<file path="config.mk">
export PLATFORM = sky130hd
export DESIGN_NAME = cntry_car_detector
export DESIGN_NICKNAME = d
export VERILOG_FILES = /design/src/rtl/tl_defs.sv /design/src/rtl/bit_sync2.sv /design/src/rtl/cntry_car_detector.sv
export SDC_FILE = /design/constraint.sdc
export NUM_CORES = 1
export LEC_CHECK = 0
export CORE_UTILIZATION = 56
export DETAILED_ROUTE_END_ITERATION = 16
export GPL_ROUTABILITY_DRIVEN = 0
export PLACE_DENSITY = 0.9
export REMOVE_ABC_BUFFERS = 1
export SYNTH_ARGS = -nofsm -noshare
export SYNTH_HDL_FRONTEND = slang
export SYNTH_SLANG_ARGS = --single-unit
</file>
<file path="constraint.sdc">
create_clock -name CLOCK -period 2.3 [get_ports CLOCK]
set_input_delay 0.46 -clock CLOCK [delete_from_list [all_inputs] [get_ports CLOCK]]
set_output_delay 0.46 -clock CLOCK [all_outputs]
set_load 0.01 [all_outputs]
</file>
<file path="src/rtl/tl_defs.sv">
// Shared traffic-light definitions: boolean macros, light encodings
// and detector FSM state encodings, used by sig_control and this block.
`ifndef TL_DEFS_SV
`define TL_DEFS_SV
`define TRUE  1'b1
`define FALSE 1'b0

package tl_defs;

    localparam logic [1:0] RED    = 2'd0;
    localparam logic [1:0] YELLOW = 2'd1;
    localparam logic [1:0] GREEN  = 2'd2;

    typedef enum logic [1:0] {
        IDLE      = 2'd0,
        RISE_QUAL = 2'd1,
        PRESENT   = 2'd2,
        FALL_QUAL = 2'd3
    } det_state_e;

endpackage
`endif

</file>
<file path="src/rtl/bit_sync2.sv">
// Two-flop synchroniser for one asynchronous input bit.
// Ports: clk_i clock, rst_i async active-high reset, d_i raw in, q_o synced out.
module bit_sync2 (
    input  logic clk_i,
    input  logic rst_i,
    input  logic d_i,
    output logic q_o
);

    logic meta_q;
    logic sync_q;

    always_ff @(posedge clk_i or posedge rst_i) begin
        if (rst_i) begin
            meta_q <= 1'b0;
            sync_q <= 1'b0;
        end else begin
            meta_q <= d_i;
            sync_q <= meta_q;
        end
    end

    assign q_o = sync_q;

endmodule

</file>
<file path="src/rtl/cntry_car_detector.sv">
// Country-road loop conditioner: sync, debounce, request hold, served count, stuck flag.
// Ports: CLOCK, CLEAR (async high), LOOP_RAW, CNTRY_SIG in; CAR_ON_CNTRY_ROAD, LOOP_FAULT, CARS_SERVED out.
module cntry_car_detector
    import tl_defs::*;
#(
    parameter int DEBOUNCE_CYC = 4,
    parameter int STUCK_CYC    = 1000,
    parameter int CNT_W        = 8
) (
    input  logic             CLOCK,
    input  logic             CLEAR,
    input  logic             LOOP_RAW,
    input  logic [1:0]       CNTRY_SIG,
    output logic             CAR_ON_CNTRY_ROAD,
    output logic             LOOP_FAULT,
    output logic [CNT_W-1:0] CARS_SERVED
);

    localparam int QW = $clog2(DEBOUNCE_CYC + 1);
    localparam int SW = $clog2(STUCK_CYC + 1);
    localparam logic [QW-1:0] QLAST = QW'(DEBOUNCE_CYC - 1);
    localparam logic [SW-1:0] SMAX  = SW'(STUCK_CYC);

    logic             sync;
    det_state_e       state_q;
    logic [QW-1:0]    qcnt_q;
    logic [QW-1:0]    qcnt_d;
    logic [SW-1:0]    scnt_q;
    logic [SW-1:0]    scnt_d;
    logic             req_q;
    logic             fault_q;
    logic             served_q;
    logic [CNT_W-1:0] cnt_q;
    logic             depart;

    bit_sync2 u_sync (
        .clk_i (CLOCK),
        .rst_i (CLEAR),
        .d_i   (LOOP_RAW),
        .q_o   (sync)
    );

    assign qcnt_d = qcnt_q + 1'b1;
    // Stuck counter saturates so the fault stays meaningful on long holds.
    assign scnt_d = (scnt_q == SMAX) ? scnt_q : scnt_q + 1'b1;

    // With a single-sample debounce the fall is accepted straight from PRESENT.
    assign depart = !sync &&
        ((state_q == FALL_QUAL && qcnt_q == QLAST) ||
         (DEBOUNCE_CYC == 1 && state_q == PRESENT));

    always_ff @(posedge CLOCK or posedge CLEAR) begin
        if (CLEAR) begin
            state_q  <= IDLE;
            qcnt_q   <= '0;
            scnt_q   <= '0;
            req_q    <= `FALSE;
            fault_q  <= `FALSE;
            served_q <= `FALSE;
            cnt_q    <= '0;
        end else begin
            if (req_q && CNTRY_SIG == GREEN)
                served_q <= `TRUE;
            if (state_q == PRESENT) begin
                scnt_q <= scnt_d;
                if (scnt_d == SMAX)
                    fault_q <= `TRUE;
            end
            unique case (state_q)
                IDLE: begin
                    if (sync) begin
                        if (DEBOUNCE_CYC == 1) begin
                            state_q <= PRESENT;
                            req_q   <= `TRUE;
                        end else begin
                            state_q <= RISE_QUAL;
                            qcnt_q  <= QW'(1);
                        end
                    end
                end
                RISE_QUAL: begin
                    if (!sync) begin
                        state_q <= IDLE;
                        qcnt_q  <= '0;
                    end else if (qcnt_q == QLAST) begin
                        state_q <= PRESENT;
                        req_q   <= `TRUE;
                    end else begin
                        qcnt_q <= qcnt_d;
                    end
                end
                PRESENT: begin
                    if (!sync && DEBOUNCE_CYC != 1) begin
                        state_q <= FALL_QUAL;
                        qcnt_q  <= QW'(1);
                    end
                end
                FALL_QUAL: begin
                    if (sync)
                        state_q <= PRESENT;
                    else if (qcnt_q != QLAST)
                        qcnt_q <= qcnt_d;
                end
                default: state_q <= IDLE;
            endcase
            // Departure overrides the served/stuck updates above; count uses pre-edge flags.
            if (depart) begin
                state_q  <= IDLE;
                qcnt_q   <= '0;
                scnt_q   <= '0;
                req_q    <= `FALSE;
                fault_q  <= `FALSE;
                served_q <= `FALSE;
                if (served_q && !fault_q)
                    cnt_q <= cnt_q + 1'b1;
            end
        end
    end

    assign CAR_ON_CNTRY_ROAD = req_q;
    assign LOOP_FAULT        = fault_q;
    assign CARS_SERVED       = cnt_q;

endmodule

</file>
==> impl_metrics.json <==
{
  "cap_viol_max_count": 0,
  "numPortBuffers": 14,
  "final.setup.tns_ns": 0,
  "cp.required_ns": 2.56,
  "slew_violations": 0,
  "area_growth_pct": 11.3,
  "synthArstFlopShare": 1.00,
  "fin_crit_ns": 2.13,
  "core-area_mm2": 0.00273,
  "endpoint_kind": "register",
  "cp-endpoint": "CARS_SERVED[7]",
  "synth_top_flop_cell": "dfrtp_1",
  "wl_um": 3340,
  "avgSynthCellArea_um2": 9.66,
  "clock_latency_ns": 0.35,
  "setup_slack_ns": 0.172,
  "peakVddDrop_uv": 687,
  "skew_ns": 0.0171,
  "synth_seq_cells": 28,
  "layout.nets": 188,
  "die_width_um": 55.5,
  "multi_input_area_um2": 825,
  "dieArea_mm2": 0.00308,
  "status": "finished, final reports clean",
  "cts_root_buf": "clkbuf_4",
  "grt_overflow": 0,
  "dp_slack_ns": 0.0943,
  "worstPathMaxFanout": 11,
  "initial_core_util": 0.587,
  "n_fill_cell": 208,
  "grt.total_usage": 0.231,
  "reg2reg_depth": 7,
  "crit_type": "register to register",
  "synth-edff-count": 0,
  "timing.slew.headroom": 0.705,
  "fmax_ghz": 0.470,
  "clock_sinks": 28,
  "cts_resized": 0,
  "tightest_slew_ns": 0.443,
  "via_per_inst": 6.14,
  "netlist_instances": 166,
  "cts_setup_buffers": 0,
  "r2r-start": "qcnt_q[1]",
  "rows": 19,
  "period_share": 0.925,
  "n_antenna_cell": 0,
  "grt_max_degree": 29,
  "crit_start": "qcnt_q[1]",
  "ys_types": 44,
  "drive_above_1_share": 0.102,
  "yosys_warnings": 0,
  "routedWlPerCell_um": 16.1,
  "cellLeakagePower_nw": 0.781,
  "rsz0062_at_grt": "no",
  "powerDensity_mw_per_mm2": 928,
  "yosys-top-cells-count": "dfrtp_1, nand2_1, o21ai_0",
  "hold_viol_final": 0,
  "grt_pass1_vias": 1246,
  "path_clk_slew_ns": 0.16,
  "seqCellArea_um2": 701,
  "min_path_type": "register to register",
  "synth_top_cell_area_share": 0.437,
  "drt_pass1_iterations": 4,
  "finalSetupViolCount": 0,
  "ant_nets": 0,
  "post-route-drc-count": 0,
  "cts_tree": "yes",
  "cts_buffers": 3,
  "h-tree-depth": 1,
  "num_io_pins": 15,
  "hold_path.startpoint": "u_sync.meta_q",
  "grt_pass1_wl_um": 5580,
  "arrival_ns": 2.39,
  "die_h_um": 55.5,
  "antenna_found_initial": 0,
  "cts_max_path_buffers": 2,
  "drt-initial-drc-count": 59,
  "r2r_end": "CARS_SERVED[7]",
  "yosysSeqAreaShare": 0.437,
  "synth.cell_area_mm2": 0.00160,
  "netlist_top_cells_area": "dfrtp_1, xnor2_1, o21ai_0",
  "rrSetupSlack_ns": 0.17,
  "synth_largest_area_cell": "dfrtp_1",
  "post-synth-top-count-cell": "dfrtp_1",
  "num_vias": 1278,
  "hold_buffers": 0,
  "crit_path_start_kind": "register",
  "place_hpwl_um": 2450
}
[area by class of cell]
class / count / share of cell area
Clock buffer: 4 / 0.0203
Inverter: 6 / 0.0126
Multi-Input combinational cell: 122 / 0.462
Sequential cell: 28 / 0.392
Tap cell: 31 / 0.0217
Timing Repair Buffer: 17 / 0.0911
[worst max-delay path, stage by stage (launching register included)]
cell      delay (ns)
dfrtp_1         0.43
ha_1            0.19
ha_2            0.28
nand4b_1        0.27
nor3b_4         0.35
and3_1          0.24
nand4_1         0.13
xnor2_1         0.14
[power breakdown]
| part | internal (W) | switching (W) |
|---|---|---|
| combinational | 0.000307 | 0.000391 |
| sequential | 0.000586 | 0.000122 |
| clock | 0.0000974 | 0.000154 |
[stage by stage]
step                      total power [W]   util  cells  instance area [um^2]  hold slack [ns]
after floorplan                   0.00118      -    156                  1540            0.331
after global placement            0.00133  0.637    204                  1740            0.339
after detailed placement          0.00140  0.637    204                  1740            0.336
after CTS                         0.00164  0.650    208                  1780            0.369
after global routing              0.00177  0.653    208                  1790            0.378
final                             0.00166  0.653    208                  1790            0.365
[state kept, by name, indices dropped and copies added, names as in the netlist]
name / count
CARS_SERVED: 8
CAR_ON_CNTRY_ROAD: 1
LOOP_FAULT: 1
qcnt_q: 3
scnt_q: 10
served_q: 1
state_q: 2
u_sync.meta_q: 1
u_sync.q_o: 1
[placed cells by master, fill, tap and decap left out, drive strengths merged, types with 2 or more instances in the layout]
cell and count:
dfrtp 28, xnor2 10, a31oi 2, nand4b 2
nand2 16, nand3 8, o21a 2, o31ai 4
buf 3, nor2 12, clkbuf 4, and3 5
a21oi 9, ha 5, nor2b 2, nand4 5
o21ai 14, mux2 3, nor3 2, clkdlybuf4s50 14
a221oi 2, inv 6, and2 2, a22oi 2
[cell families after synthesis]
kind of cell             Yosys count  share of synthesized area
adder cells (fa/ha/maj)            5                     0.0390
flip-flops                        28                      0.437
AO/OA/AOI/OAI                     41                      0.165
XOR/XNOR                          11                     0.0601
buffers and inverters             16                     0.0546
multiplexers                       4                     0.0273
AND/OR/NAND/NOR                   61                      0.217
[layer usage]
metal / routed length, um / part of all wire / vias to the layer above / track usage
met5: 0 / 0 / - / 0
met4: 86 / 0.026 / 0 / 0.104
met3: 127 / 0.038 / 9 / 0.0304
met2: 1750 / 0.52 / 38 / 0.403
met1: 1380 / 0.41 / 617 / 0.283
li1: - / - / 614 / -
[how the worst min path moves through the flow]
stage	slack [ns]	endpoint	depth (start not counted)
finish	0.37	u_sync.q_o	0
global route	0.38	u_sync.q_o	0
CTS	0.37	u_sync.q_o	0
detailed placement	0.34	u_sync.q_o	0
global placement	0.34	u_sync.q_o	0
floorplan	0.33	u_sync.q_o	0
(Power assumes the default switching activity.)
